**src/rtl/execute_cycle_pkg.sv**
```systemverilog
// Shared core package: ALU operation encodings, forwarding selects and the EX/MEM
// register layout. The control unit and the hazard unit import it as well.
package execute_cycle_pkg;

  localparam int XLEN       = 32;
  localparam int REG_ADDR_W = 5;

  typedef enum logic [2:0] {
    ALU_ADD = 3'b000,
    ALU_SUB = 3'b001,
    ALU_AND = 3'b010,
    ALU_OR  = 3'b011,
    ALU_SLT = 3'b101
  } alu_op_e;

  // 2'b11 is unused by the hazard unit and falls back to the register-file value.
  typedef enum logic [1:0] {
    FWD_REG = 2'b00,
    FWD_WB  = 2'b01,
    FWD_MEM = 2'b10
  } fwd_sel_e;

  typedef struct packed {
    logic                  reg_write;
    logic                  mem_write;
    logic                  result_src;
    logic [REG_ADDR_W-1:0] rd;
    logic [XLEN-1:0]       alu_result;
    logic [XLEN-1:0]       write_data;
    logic [XLEN-1:0]       pc_plus4;
  } ex_mem_t;

  function automatic logic [XLEN-1:0] fwd_mux(
    input logic [1:0]      sel,
    input logic [XLEN-1:0] reg_val,
    input logic [XLEN-1:0] wb_val,
    input logic [XLEN-1:0] mem_val
  );
    logic [XLEN-1:0] val;
    case (sel)
      FWD_WB:  val = wb_val;
      FWD_MEM: val = mem_val;
      default: val = reg_val;
    endcase
    return val;
  endfunction

endpackage

```
**src/rtl/execute_cycle_if.sv**
```systemverilog
// Execute-stage bus: ID/EX fields, forwarding inputs and the EX/MEM register outputs.
interface execute_cycle_if;
  import execute_cycle_pkg::*;

  logic                  RegWriteE;
  logic                  ALUSrcE;
  logic                  MemWriteE;
  logic                  ResultSrcE;
  logic                  BranchE;
  logic [2:0]            ALUControlE;
  logic [XLEN-1:0]       RD1_E;
  logic [XLEN-1:0]       RD2_E;
  logic [XLEN-1:0]       Imm_Ext_E;
  logic [REG_ADDR_W-1:0] RD_E;
  logic [XLEN-1:0]       PCE;
  logic [XLEN-1:0]       PCPlus4E;
  logic [XLEN-1:0]       ResultW;
  logic [1:0]            ForwardA_E;
  logic [1:0]            ForwardB_E;

  logic                  PCSrcE;
  logic [XLEN-1:0]       PCTargetE;
  logic                  RegWriteM;
  logic                  MemWriteM;
  logic                  ResultSrcM;
  logic [REG_ADDR_W-1:0] RD_M;
  logic [XLEN-1:0]       ALUResultM;
  logic [XLEN-1:0]       WriteDataM;
  logic [XLEN-1:0]       PCPlus4M;

  modport master (
    output RegWriteE, ALUSrcE, MemWriteE, ResultSrcE, BranchE, ALUControlE,
           RD1_E, RD2_E, Imm_Ext_E, RD_E, PCE, PCPlus4E, ResultW,
           ForwardA_E, ForwardB_E,
    input  PCSrcE, PCTargetE, RegWriteM, MemWriteM, ResultSrcM, RD_M,
           ALUResultM, WriteDataM, PCPlus4M
  );

  modport slave (
    input  RegWriteE, ALUSrcE, MemWriteE, ResultSrcE, BranchE, ALUControlE,
           RD1_E, RD2_E, Imm_Ext_E, RD_E, PCE, PCPlus4E, ResultW,
           ForwardA_E, ForwardB_E,
    output PCSrcE, PCTargetE, RegWriteM, MemWriteM, ResultSrcM, RD_M,
           ALUResultM, WriteDataM, PCPlus4M
  );

endinterface

```
**src/rtl/execute_cycle_alu.sv**
```systemverilog
// Integer ALU: add/sub wrap modulo 2^32, signed set-less-than, unknown codes give 0.
module alu
  import execute_cycle_pkg::*;
(
  input  logic [XLEN-1:0] A,
  input  logic [XLEN-1:0] B,
  input  logic [2:0]      ALUControl,
  output logic [XLEN-1:0] Result,
  output logic            Zero
);

  always_comb begin
    // NOTE: default assignment first so every path drives Result and no latch is inferred.
    Result = '0;
    case (ALUControl)
      ALU_ADD: Result = A + B;
      ALU_SUB: Result = A - B;
      ALU_AND: Result = A & B;
      ALU_OR:  Result = A | B;
      ALU_SLT: Result = {{(XLEN-1){1'b0}}, ($signed(A) < $signed(B))};
      default: Result = '0;
    endcase
  end

  assign Zero = (Result == '0);

endmodule

```
**src/rtl/execute_cycle.sv**
```systemverilog
// Execute stage: operand forwarding, ALU, branch resolution and the EX/MEM register.
module execute_cycle
  import execute_cycle_pkg::*;
(
  input  logic            clk,
  input  logic            rst,
  execute_cycle_if.slave  bus
);

  ex_mem_t         ex_mem_q;
  ex_mem_t         ex_mem_d;
  logic [XLEN-1:0] src_a;
  logic [XLEN-1:0] fwd_b;
  logic [XLEN-1:0] src_b;
  logic [XLEN-1:0] alu_result;
  logic            zero;

  // Forwarding from MEM uses the registered result, so there is no loop through the ALU.
  assign src_a = fwd_mux(bus.ForwardA_E, bus.RD1_E, bus.ResultW, ex_mem_q.alu_result);
  assign fwd_b = fwd_mux(bus.ForwardB_E, bus.RD2_E, bus.ResultW, ex_mem_q.alu_result);
  assign src_b = bus.ALUSrcE ? bus.Imm_Ext_E : fwd_b;

  alu u_alu (
    .A          (src_a),
    .B          (src_b),
    .ALUControl (bus.ALUControlE),
    .Result     (alu_result),
    .Zero       (zero)
  );

  assign bus.PCSrcE    = bus.BranchE & zero;
  assign bus.PCTargetE = bus.PCE + bus.Imm_Ext_E;

  // Stores write the forwarded register value, never the address immediate.
  always_comb begin
    ex_mem_d            = '0;
    ex_mem_d.reg_write  = bus.RegWriteE;
    ex_mem_d.mem_write  = bus.MemWriteE;
    ex_mem_d.result_src = bus.ResultSrcE;
    ex_mem_d.rd         = bus.RD_E;
    ex_mem_d.alu_result = alu_result;
    ex_mem_d.write_data = fwd_b;
    ex_mem_d.pc_plus4   = bus.PCPlus4E;
  end

  always_ff @(posedge clk) begin
    // NOTE: non-blocking assignments keep every register sampling pre-edge values.
    if (!rst) ex_mem_q <= '0;
    else      ex_mem_q <= ex_mem_d;
  end

  assign bus.RegWriteM  = ex_mem_q.reg_write;
  assign bus.MemWriteM  = ex_mem_q.mem_write;
  assign bus.ResultSrcM = ex_mem_q.result_src;
  assign bus.RD_M       = ex_mem_q.rd;
  assign bus.ALUResultM = ex_mem_q.alu_result;
  assign bus.WriteDataM = ex_mem_q.write_data;
  assign bus.PCPlus4M   = ex_mem_q.pc_plus4;

endmodule

```
**src/flat_wrapper.sv**
```systemverilog
// flat-port wrapper written by rule: the top's interface ports become plain ports
module execute_cycle_flat import execute_cycle_pkg::*;
  (clk, rst, bus_RegWriteE, bus_ALUSrcE, bus_MemWriteE, bus_ResultSrcE, bus_BranchE, bus_ALUControlE, bus_RD1_E, bus_RD2_E, bus_Imm_Ext_E, bus_RD_E, bus_PCE, bus_PCPlus4E, bus_ResultW, bus_ForwardA_E, bus_ForwardB_E, bus_PCSrcE, bus_PCTargetE, bus_RegWriteM, bus_MemWriteM, bus_ResultSrcM, bus_RD_M, bus_ALUResultM, bus_WriteDataM, bus_PCPlus4M);
  execute_cycle_if bus_i ();
  input  logic clk;
  input  logic rst;
  input wire logic [$bits(bus_i.RegWriteE)-1:0] bus_RegWriteE;
  input wire logic [$bits(bus_i.ALUSrcE)-1:0] bus_ALUSrcE;
  input wire logic [$bits(bus_i.MemWriteE)-1:0] bus_MemWriteE;
  input wire logic [$bits(bus_i.ResultSrcE)-1:0] bus_ResultSrcE;
  input wire logic [$bits(bus_i.BranchE)-1:0] bus_BranchE;
  input wire logic [$bits(bus_i.ALUControlE)-1:0] bus_ALUControlE;
  input wire logic [$bits(bus_i.RD1_E)-1:0] bus_RD1_E;
  input wire logic [$bits(bus_i.RD2_E)-1:0] bus_RD2_E;
  input wire logic [$bits(bus_i.Imm_Ext_E)-1:0] bus_Imm_Ext_E;
  input wire logic [$bits(bus_i.RD_E)-1:0] bus_RD_E;
  input wire logic [$bits(bus_i.PCE)-1:0] bus_PCE;
  input wire logic [$bits(bus_i.PCPlus4E)-1:0] bus_PCPlus4E;
  input wire logic [$bits(bus_i.ResultW)-1:0] bus_ResultW;
  input wire logic [$bits(bus_i.ForwardA_E)-1:0] bus_ForwardA_E;
  input wire logic [$bits(bus_i.ForwardB_E)-1:0] bus_ForwardB_E;
  output wire logic [$bits(bus_i.PCSrcE)-1:0] bus_PCSrcE;
  output wire logic [$bits(bus_i.PCTargetE)-1:0] bus_PCTargetE;
  output wire logic [$bits(bus_i.RegWriteM)-1:0] bus_RegWriteM;
  output wire logic [$bits(bus_i.MemWriteM)-1:0] bus_MemWriteM;
  output wire logic [$bits(bus_i.ResultSrcM)-1:0] bus_ResultSrcM;
  output wire logic [$bits(bus_i.RD_M)-1:0] bus_RD_M;
  output wire logic [$bits(bus_i.ALUResultM)-1:0] bus_ALUResultM;
  output wire logic [$bits(bus_i.WriteDataM)-1:0] bus_WriteDataM;
  output wire logic [$bits(bus_i.PCPlus4M)-1:0] bus_PCPlus4M;
  assign bus_i.RegWriteE = bus_RegWriteE;
  assign bus_i.ALUSrcE = bus_ALUSrcE;
  assign bus_i.MemWriteE = bus_MemWriteE;
  assign bus_i.ResultSrcE = bus_ResultSrcE;
  assign bus_i.BranchE = bus_BranchE;
  assign bus_i.ALUControlE = bus_ALUControlE;
  assign bus_i.RD1_E = bus_RD1_E;
  assign bus_i.RD2_E = bus_RD2_E;
  assign bus_i.Imm_Ext_E = bus_Imm_Ext_E;
  assign bus_i.RD_E = bus_RD_E;
  assign bus_i.PCE = bus_PCE;
  assign bus_i.PCPlus4E = bus_PCPlus4E;
  assign bus_i.ResultW = bus_ResultW;
  assign bus_i.ForwardA_E = bus_ForwardA_E;
  assign bus_i.ForwardB_E = bus_ForwardB_E;
  assign bus_PCSrcE = bus_i.PCSrcE;
  assign bus_PCTargetE = bus_i.PCTargetE;
  assign bus_RegWriteM = bus_i.RegWriteM;
  assign bus_MemWriteM = bus_i.MemWriteM;
  assign bus_ResultSrcM = bus_i.ResultSrcM;
  assign bus_RD_M = bus_i.RD_M;
  assign bus_ALUResultM = bus_i.ALUResultM;
  assign bus_WriteDataM = bus_i.WriteDataM;
  assign bus_PCPlus4M = bus_i.PCPlus4M;
  execute_cycle u_core (.clk(clk), .rst(rst), .bus(bus_i));
endmodule
```
**config.mk**
```make
export PLATFORM = sky130hd
export DESIGN_NAME = execute_cycle_flat
export DESIGN_NICKNAME = d
export VERILOG_FILES = /design/src/rtl/execute_cycle_pkg.sv /design/src/rtl/execute_cycle_if.sv /design/src/rtl/execute_cycle_alu.sv /design/src/rtl/execute_cycle.sv /design/src/flat_wrapper.sv
export SDC_FILE = /design/constraint.sdc
export NUM_CORES = 1
export LEC_CHECK = 0
export CAP_MARGIN = 20
export CORE_MARGIN = 2
export CORE_UTILIZATION = 52
export DETAILED_ROUTE_END_ITERATION = 10
export PLACE_DENSITY = 0.88
export SLEW_MARGIN = 25
export SYNTH_ARGS = -nofsm -noshare
export SYNTH_HDL_FRONTEND = slang
export SYNTH_SLANG_ARGS = --single-unit
```
**constraint.sdc**
```tcl
create_clock -name clk -period 25.7 [get_ports clk]
set_input_delay 6.425 -clock clk [delete_from_list [all_inputs] [get_ports clk]]
set_output_delay 6.425 -clock clk [all_outputs]
set_load 0.02 [all_outputs]
```
== Word level (Yosys, flattened, before mapping) ==
Cells that the tools add are included.

* Output and inout port bits: 137
* Bits in registers: 104
* Bits of input ports: 211

* $lt $le $gt $ge: 1
* Reductions and logical operators: 2
* Equality and inequality tests: 8
* Bitwise gates (word level): 3
* Add/subtract/negate cells: 3
* Mux-type cells: 4

{| class="wikitable"
|+ Operators by type and width
! kind !! count
|-
| case mux 32 bit (5 select lines) || 1
|-
| case mux 32 bit (2 select lines) || 2
|-
| adder 32 bit || 2
|-
| bitwise AND 32 bit || 1
|-
| zero test 32 bit || 1
|-
| < comparator 32 bit || 1
|-
| two-way mux 32 bit || 1
|-
| bitwise OR 32 bit || 1
|-
| subtractor 32 bit || 1
|-
| == test 3 x 2 -> 1 bit, second input constant || 2
|-
| == test 2 x 1 -> 1 bit, second input constant || 2
|-
| == test 2 bit, second input constant || 2
|-
| == test 3 x 1 -> 1 bit, second input constant || 1
|-
| == test 3 bit, second input constant || 1
|-
| zero test 3 bit || 1
|-
| bitwise AND 1 bit || 1
|}

== Depth between registers and ports, before layout ==
Gate-level depths: netlist of the first run.

* Depth after elaboration: 7
* Mapped depth: 21

== Modules after synthesis ==
A second synthesis of the first run with hierarchy kept.

* Cells, all modules: 1563
* Area total of the unflattened synthesis: 11324.6 um^2

{| class="wikitable"
|+ Modules (own cells, without submodules)
! module !! area each (um^2) !! cells an instance !! sequential area each (um^2) !! instances
|-
| execute_cycle || 5959.5 || 745 || 2082.0 || 1
|-
| alu || 5365.1 || 818 || 0.0 || 1
|}

== Worst setup path before layout of the first run ==
OpenSTA, ideal clock, no wires.

* Path kind: input to output
* From: input port bus_ForwardB_E[0]
* To: output port bus_PCSrcE
* Arrival: 11228 ps
* Data required time: 19275 ps
* Stages on the path: 20
* Path slack: 8047 ps
* Cell sequence: inv_1 -> ha_1 -> clkbuf_1 -> buf_1 -> a21oi_1 -> o21ai_0 -> ha_1 -> inv_1 -> fa_1 -> nand2b_2 -> a211oi_2 -> o41ai_4 -> a211oi_4 -> nor3_1 -> a211o_1 -> a2111o_1 -> nor4_2 -> or4b_1 -> or4_1 -> nor2_1

* Word-level cells in the longest chain between the ends: 7

{| class="wikitable"
|+ Ends and longest elaborated chain
! element !! RTL line !! RTL
|-
| from (decl) || flat_wrapper.sv:21 || <nowiki>input wire logic [$bits(bus_i.ForwardB_E)-1:0] bus_ForwardB_E;</nowiki>
|-
| == test 2 bit / == test 2 x 1 -> 1 bit (equally long branches) || execute_cycle_pkg.sv:40 || <nowiki>case (sel)</nowiki>
|-
| case mux 32 bit (2 select lines) (*) || execute_cycle_pkg.sv:40 ||
|-
| two-way mux 32 bit (*) || execute_cycle.sv:21 || <nowiki>assign src_b = bus.ALUSrcE ? bus.Imm_Ext_E : fwd_b;</nowiki>
|-
| subtractor 32 bit, or another cell as far along || execute_cycle_alu.sv:17 || <nowiki>ALU_SUB: Result = A - B;</nowiki>
|-
| case mux 32 bit (5 select lines) (*) || execute_cycle_alu.sv:15 || <nowiki>case (ALUControl)</nowiki>
|-
| zero test 32 bit (*) || execute_cycle_alu.sv:25 || <nowiki>assign Zero = (Result == '0);</nowiki>
|-
| bitwise AND 1 bit (*) || execute_cycle.sv:31 || <nowiki>assign bus.PCSrcE = bus.BranchE & zero;</nowiki>
|-
| to (decl) || flat_wrapper.sv:22 || <nowiki>output wire logic [$bits(bus_i.PCSrcE)-1:0] bus_PCSrcE;</nowiki>
|}

Mark *: on every way between the ends. The rest lies on a longest branch, timed or not.

== Worst setup path in the final report of the first run ==
Ends and elaborated chain as after synthesis.

==> out/metrics.csv, run 1 <==
stage;metric;value;unit
placed_design;dp_hpwl;37400;microns
finish;mostFrequentLayoutCells;clkdlybuf4s50_1 (345), nor2_1 (178), ha_1 (143), o21ai_0 (123), a21oi_1 (122);
worst_hold_path;min_path_type;register to register;
clock_network;clock_latency;0.37;ns
pwr;p_per_area;49.3;nW/um^2
timing;fin_worst_skew;0.0123;ns
synth;synthesis.nets;1897;
flow_run;drv_cap;0;
pwr;p_leak;6.21;nW
clock_network;cts_setup_buffers;0;
global_route;antenna_found_initial;1;
timing;setup_tns;0;ns
timing;slew_headroom;32.1;%
floorplan;ios;348;
critical_path;rr_worst_depth;17;
finish;drive_above_1_share;2.86;%
clock_network;cts_resized;0;
finish;fin_nets;2171;
floorplan;die_w;150;microns
timing;slew_viol_final;0;
timing;setup-violations-final;0;
clock_network;htreeDepth;3;
synth;avgSynthCellArea;7.18;sq um
critical_path;startpoint;bus_ForwardB_E[0];
timing;period_needed;19.97;ns
timing;hold_viol_final;0;
timing;fmax;50.1;MHz
clock_network;cts_hold_buf;0;
clock_network;cts_made_buffers;9;
synth;async_flop_share;0;%
placed_design;dp.cells;2077;
clock_network;cts-root-to-sink-buffers;2;
finish;n_fill_cell;1712;
global_route;grt_pass1_vias;12100;
clock_network;cts_tree;yes;
clock_network;clkSlewWorstSetupHoldPaths;0.09;ns
critical_path;cp.required;19.27;ns
finish;insertedDiodeCount;0;
worst_hold_path;hp-start;u_core.bus.ALUResultM[17];
detailed_routing;drtIter0Drc;1873;
detailed_routing;antenna_left;0;
synth;synth_edf_count;0;
floorplan;rows;53;
placed_design;port_buffers;347;
clock_network;cts-root-buf;clkbuf_16;
timing;tightest_slew;1.01;ns
synth;ys_ff_latch;104;
synth;yosys_warnings;0;
critical_path;cp_data_arrival_time;13.55;ns
floorplan;initial_core_util;52.8;%
detailed_routing;route.detailed.drc;0;
floorplan;dieArea;22400;sq um
placed_design;gp_congestion;1.05;
synth;syn_inst;1539;
synth;yosysSeqAreaShare;18.8;%
critical_path;worstSetupStartpointType;input port;
finish;fin_area;14900;sq um
global_route;grt_max_degree;73;
global_route;grt_pass1_wl;69900;microns
detailed_routing;wl_per_cell;22.6;microns
timing;whs;0.722;ns
pwr;max-vdd-ir-drop;35.5;uV
placed_design;place_area;14600;sq um
timing;rsz0062_at_grt;false;
critical_path;end_kind;output port;
critical_path;crit_type;input port to output port;
detailed_routing;drtPass1Iterations;7;
finish;layout_commonest_cell;clkdlybuf4s50_1;
clock_network;cts_num_sinks;104;
floorplan;core;21000;sq um
global_route;overflow;0;
global_route;grt_usage;40.2;%
finish;final_cells;2093;
detailed_routing;vias;13100;
critical_path;cpPeakStageDelay;0.69;ns
timing;fin_crit_sh;77.7;%
worst_hold_path;min_path_cells;4;
outcome;status;finished, final reports clean;
critical_path;cp_max_fo;32;
critical_path;crit_slowest_cell;o21ai_0;
synth;ys_types;75;
synth;synth_area;11100;sq um
detailed_routing;wirelength;47200;microns
finish;syn2layout_area_growth;34.8;%
timing;setup_slack;5.73;ns
placed_design;pre_cts_slack;5.93;ns
critical_path;crit_chain;clkdlybuf4s50_1, inv_1, ha_2, a22oi_1, nor2_1, a21oi_1, o21ai_0, ha_1, inv_1, fa_1, nand2b_2, a211oi_2, o41ai_4, a211oi_1, nor4_1, a221oi_1, nand2_1, nor4_2, or4b_1, or4_1, nor2_1, clkdlybuf4s50_1;
detailed_routing;viasPerCell;6.27;
floorplan;dieHeight;150;microns
synth;ys.flop_type;dfxtp_1;
critical_path;r2r_start;u_core.bus.ALUResultM[0];
==> critical path: cells and delay by family <==
family          cells  cell delay [ns]
simple gates        8             2.24
buf+inv             4             1.20
compound gates      7             2.24
fa+ha+maj           3             1.42
==> cell usage after synthesis, types with 16 or more instances <==
cell	n	area, sq um
nor3_1	31	155
and2_1	53	332
xnor2_1	35	307
dfxtp_1	104	2080
ha_1	144	1800
a211oi_1	32	240
a21oi_1	122	611
nor2_1	178	668
nand2_1	120	450
nand3_1	26	130
a22oi_1	66	495
a21o_1	31	233
nand4_1	16	100
clkbuf_1	71	267
inv_1	112	420
o21ai_0	123	616
==> cells by family after synthesis <==
kind of cell             synth area share, %
AO/OA/AOI/OAI                           30.1
XOR/XNOR                                3.49
adder cells (fa/ha/maj)                 16.8
buffers and inverters                   7.30
flip-flops                              18.8
multiplexers                            1.37
AND/OR/NAND/NOR                         22.0
==> where the power goes <==
part | internal (W) | switching, W
clock | 0.0000708 | 0.0000809
sequential | 0.000173 | 0.00000792
combinational | 0.000164 | 0.000237
==> state kept, by name, summed over array words and instances, names as in the netlist <==
register,flops
u_core.bus.WriteDataM,32
u_core.bus.PCPlus4M,32
u_core.bus.MemWriteM,1
u_core.bus.ALUResultM,32
u_core.bus.RegWriteM,1
u_core.bus.ResultSrcM,1
u_core.bus.RD_M,5
==> final cells by class <==
| cell class | instances | area (sq um) | share of cell area (%) |
|---|---|---|---|
| clock buffers | 9 | 225 | 1.51 |
| well taps | 275 | 344 | 2.31 |
| clock inverters | 7 | 91.3 | 0.613 |
| inverters | 112 | 420 | 2.82 |
| flip-flops and latches | 104 | 2080 | 14.0 |
| multi-input cells | 1225 | 8170 | 54.8 |
| repair buffers | 361 | 3570 | 24.0 |
==> worst paths after layout <==
path / end / slack [ns]
max: bus_PCSrcE / 5.73
min: u_core.bus.WriteDataM[17] / 0.72
max reg2reg: u_core.bus.ALUResultM[30] / 20.84
min reg2reg: u_core.bus.WriteDataM[17] / 0.72
==> metal layers <==
metal | up-vias | global-route usage, % | part of all wire (%)
met2 | 883 | 61.4 | 44
met3 | 114 | 12.4 | 14
met4 | 2 | 11.2 | 2.7
li1 | 6037 | - | -
met1 | 6087 | 54.8 | 40
met5 | - | 0 | 0.017
==> through the flow <==
step | util, % | total power (W)
global route | 71.1 | 0.000768
global placement | 69.6 | 0.000568
floorplan | - | 0.000424
detailed placement | 69.6 | 0.000571
CTS | 71.1 | 0.000722
finish | 71.1 | 0.000734
Power figures use the tool's default switching activity.
==> run 2: changes to the inputs <==
- CORE_UTILIZATION: 52 -> 44
- PLACE_DENSITY: 0.88 -> 0.79
- clock period: 25.7 -> 17.9 ns (I/O delays scaled with it)
==> out/metrics.csv, run 2 (synthesis results as in run 1) <==
stage;metric;value;unit;change
timing;period_needed;15.49;ns;
flow_run;drv_cap;0;;unchanged
finish;mostFrequentLayoutCells;clkdlybuf4s50_1 (345), nor2_1 (178), ha_1 (143), o21ai_0 (123), a21oi_1 (122);;
detailed_routing;drtPass1Iterations;9;;+2
critical_path;rrSetupSlack;13.32;ns;-7.52 ns
floorplan;die_w;163;microns;+8.5%
pwr;max-vdd-ir-drop;45.7;uV;+29%
timing;fmax;64.6;MHz;
clock_network;cts_resized;0;;unchanged
clock_network;cts_num_sinks;104;;unchanged
clock_network;cts_setup_buffers;0;;unchanged
detailed_routing;antenna_left;0;;unchanged
timing;slew_viol_final;0;;unchanged
critical_path;path_depth;23;;+4.5%
clock_network;cts_hold_buf;0;;unchanged
detailed_routing;route.detailed.drc;0;;unchanged
timing;fin_worst_skew;0.0114;ns;-0.000894 ns
finish;register_area;2080;sq um;unchanged
timing;tightest_slew;1.03;ns;+0.0208 ns
worst_hold_path;min_path_cells;4;;unchanged
global_route;grt_pass1_vias;11900;;-1.8%
critical_path;crit_type;input port to output port;;
critical_path;cp_max_fo;32;;unchanged
clock_network;clock_latency;0.37;ns;about the same
critical_path;cp.required;13.43;ns;-5.84 ns
detailed_routing;wirelength;46600;microns;-1.4%
placed_design;dp.cells;2131;;+2.6%
floorplan;ios;348;;unchanged
clock_network;cts-root-buf;clkbuf_16;;
timing;slew_headroom;29.7;%;-2.4 points
global_route;grt_max_degree;79;;+8.2%
clock_network;cts_made_buffers;9;;unchanged
placed_design;dp_hpwl;36900;microns;-1.5%
critical_path;critPathTopFamily;simple AND/OR/NAND/NOR gates;;
global_route;grt_usage;33.4;%;-6.8 points
detailed_routing;viasPerCell;5.99;;-4.5%
clock_network;cts_tree;yes;;
clock_network;cts-root-to-sink-buffers;2;;unchanged
finish;n_fill_cell;2263;;+32%
outcome;status;finished, final reports clean;;
clock_network;htreeDepth;3;;unchanged
finish;multiInputGateArea;8180;sq um;+0.12%
global_route;antenna_found_initial;2;;+1
critical_path;crit_chain;clkdlybuf4s50_1, inv_1, ha_1, buf_4, a22oi_1, nor2_1, a21oi_1, o21ai_0, ha_1, inv_1, fa_1, and2b_1, o21ai_0, mux2i_1, nand3_1, a2111oi_0, o211ai_1, nor3_1, o2111ai_1, or4b_1, or4_1, nor2_1, clkdlybuf4s50_1;;
critical_path;rr_worst_depth;14;;-3
placed_design;gp_congestion;1.05;;+0.36%
critical_path;cp_data_arrival_time;11.02;ns;-2.53 ns
detailed_routing;vias;12900;;-1.9%
timing;hold_viol_final;0;;unchanged
placed_design;port_buffers;347;;unchanged
timing;setup-violations-final;0;;unchanged
global_route;overflow;0;;unchanged
floorplan;core;24900;sq um;+19%
pwr;p_per_area;69.8;nW/um^2;+42%
finish;drive_above_1_share;2.81;%;-0.053 points
floorplan;dieArea;26400;sq um;+18%
timing;fin_crit_sh;86.5;%;
critical_path;crit_buf_inv;5;;+1
critical_path;worstSetupStartpointType;input port;;
finish;final_cells;2149;;+2.7%
finish;fin_nets;2170;;-0.046%
finish;layout_commonest_cell;clkdlybuf4s50_1;;
timing;setup_tns;0;ns;unchanged
floorplan;initial_core_util;44.4;%;-8.3 points
critical_path;crit_slowest_cell;clkdlybuf4s50_1;;
critical_path;cpPeakStageDelay;0.64;ns;-0.05 ns
global_route;grt_pass1_wl;69100;microns;-1.3%
pwr;p_leak;6.21;nW;about the same
detailed_routing;wl_per_cell;21.7;microns;-4.0%
clock_network;clkSlewWorstSetupHoldPaths;0.08;ns;about the same
floorplan;rows;58;;+9.4%
floorplan;dieHeight;163;microns;+8.5%
timing;rsz0062_at_grt;false;;
critical_path;end_kind;output port;;
worst_hold_path;min_path_type;register to register;;
detailed_routing;drtIter0Drc;1553;;-17%
finish;syn2layout_area_growth;35.4;%;
==> run 2: final timing paths <==
kind                              from                   endpoint
min reg2reg  u_core.bus.ALUResultM[16]  u_core.bus.WriteDataM[16]
min          u_core.bus.ALUResultM[16]  u_core.bus.WriteDataM[16]
max reg2reg   u_core.bus.ALUResultM[8]  u_core.bus.ALUResultM[30]
max                  bus_ForwardB_E[1]                 bus_PCSrcE
==> run 2: report_power, final <==
part / internal (W) / switching (W)
logic: 0.000236 / 0.000336
registers: 0.000248 / 0.0000115
clock network: 0.000101 / 0.000112
==> run 2: per-layer routing <==
layer / GRT usage (%) / wire length (microns) / up-vias
li1: - / - / 6027
met1: 45.3 / 19900 / 6012
met2: 51.9 / 20100 / 741
met3: 9.19 / 5140 / 88
met4: 9.90 / 1370 / 2
met5: 0 / 18 / -
==> run 2: metrics by stage <==
step	setup slack (ns)	utilization (%)	power, W	hold WS, ns	area, sq um
CTS	2.22	60.1	0.00103	0.694	15000
global route	2.10	60.1	0.00110	0.762	15000
floorplan	4.15	-	0.000609	0.756	11100
finish	2.41	60.1	0.00105	0.698	15000
detailed placement	2.22	58.8	0.000820	0.673	14600
global placement	2.27	58.8	0.000816	0.669	14600
==> run 2: worst min-delay path, delay by kind of cell (launching register included) <==
family	cells	cell delay [ns]
compound gates	2	0.15
simple gates	2	0.16
flops	1	0.36
==> run 2: cell type report <==
type	count	area share [%]
sequential	104	13.9
clock inverter	7	0.543
inverter	112	2.81
antenna	2	0.0334
clock buffer	9	1.50
multi-input combinational	1225	54.6
tap	330	2.76
timing repair buffer	360	23.8
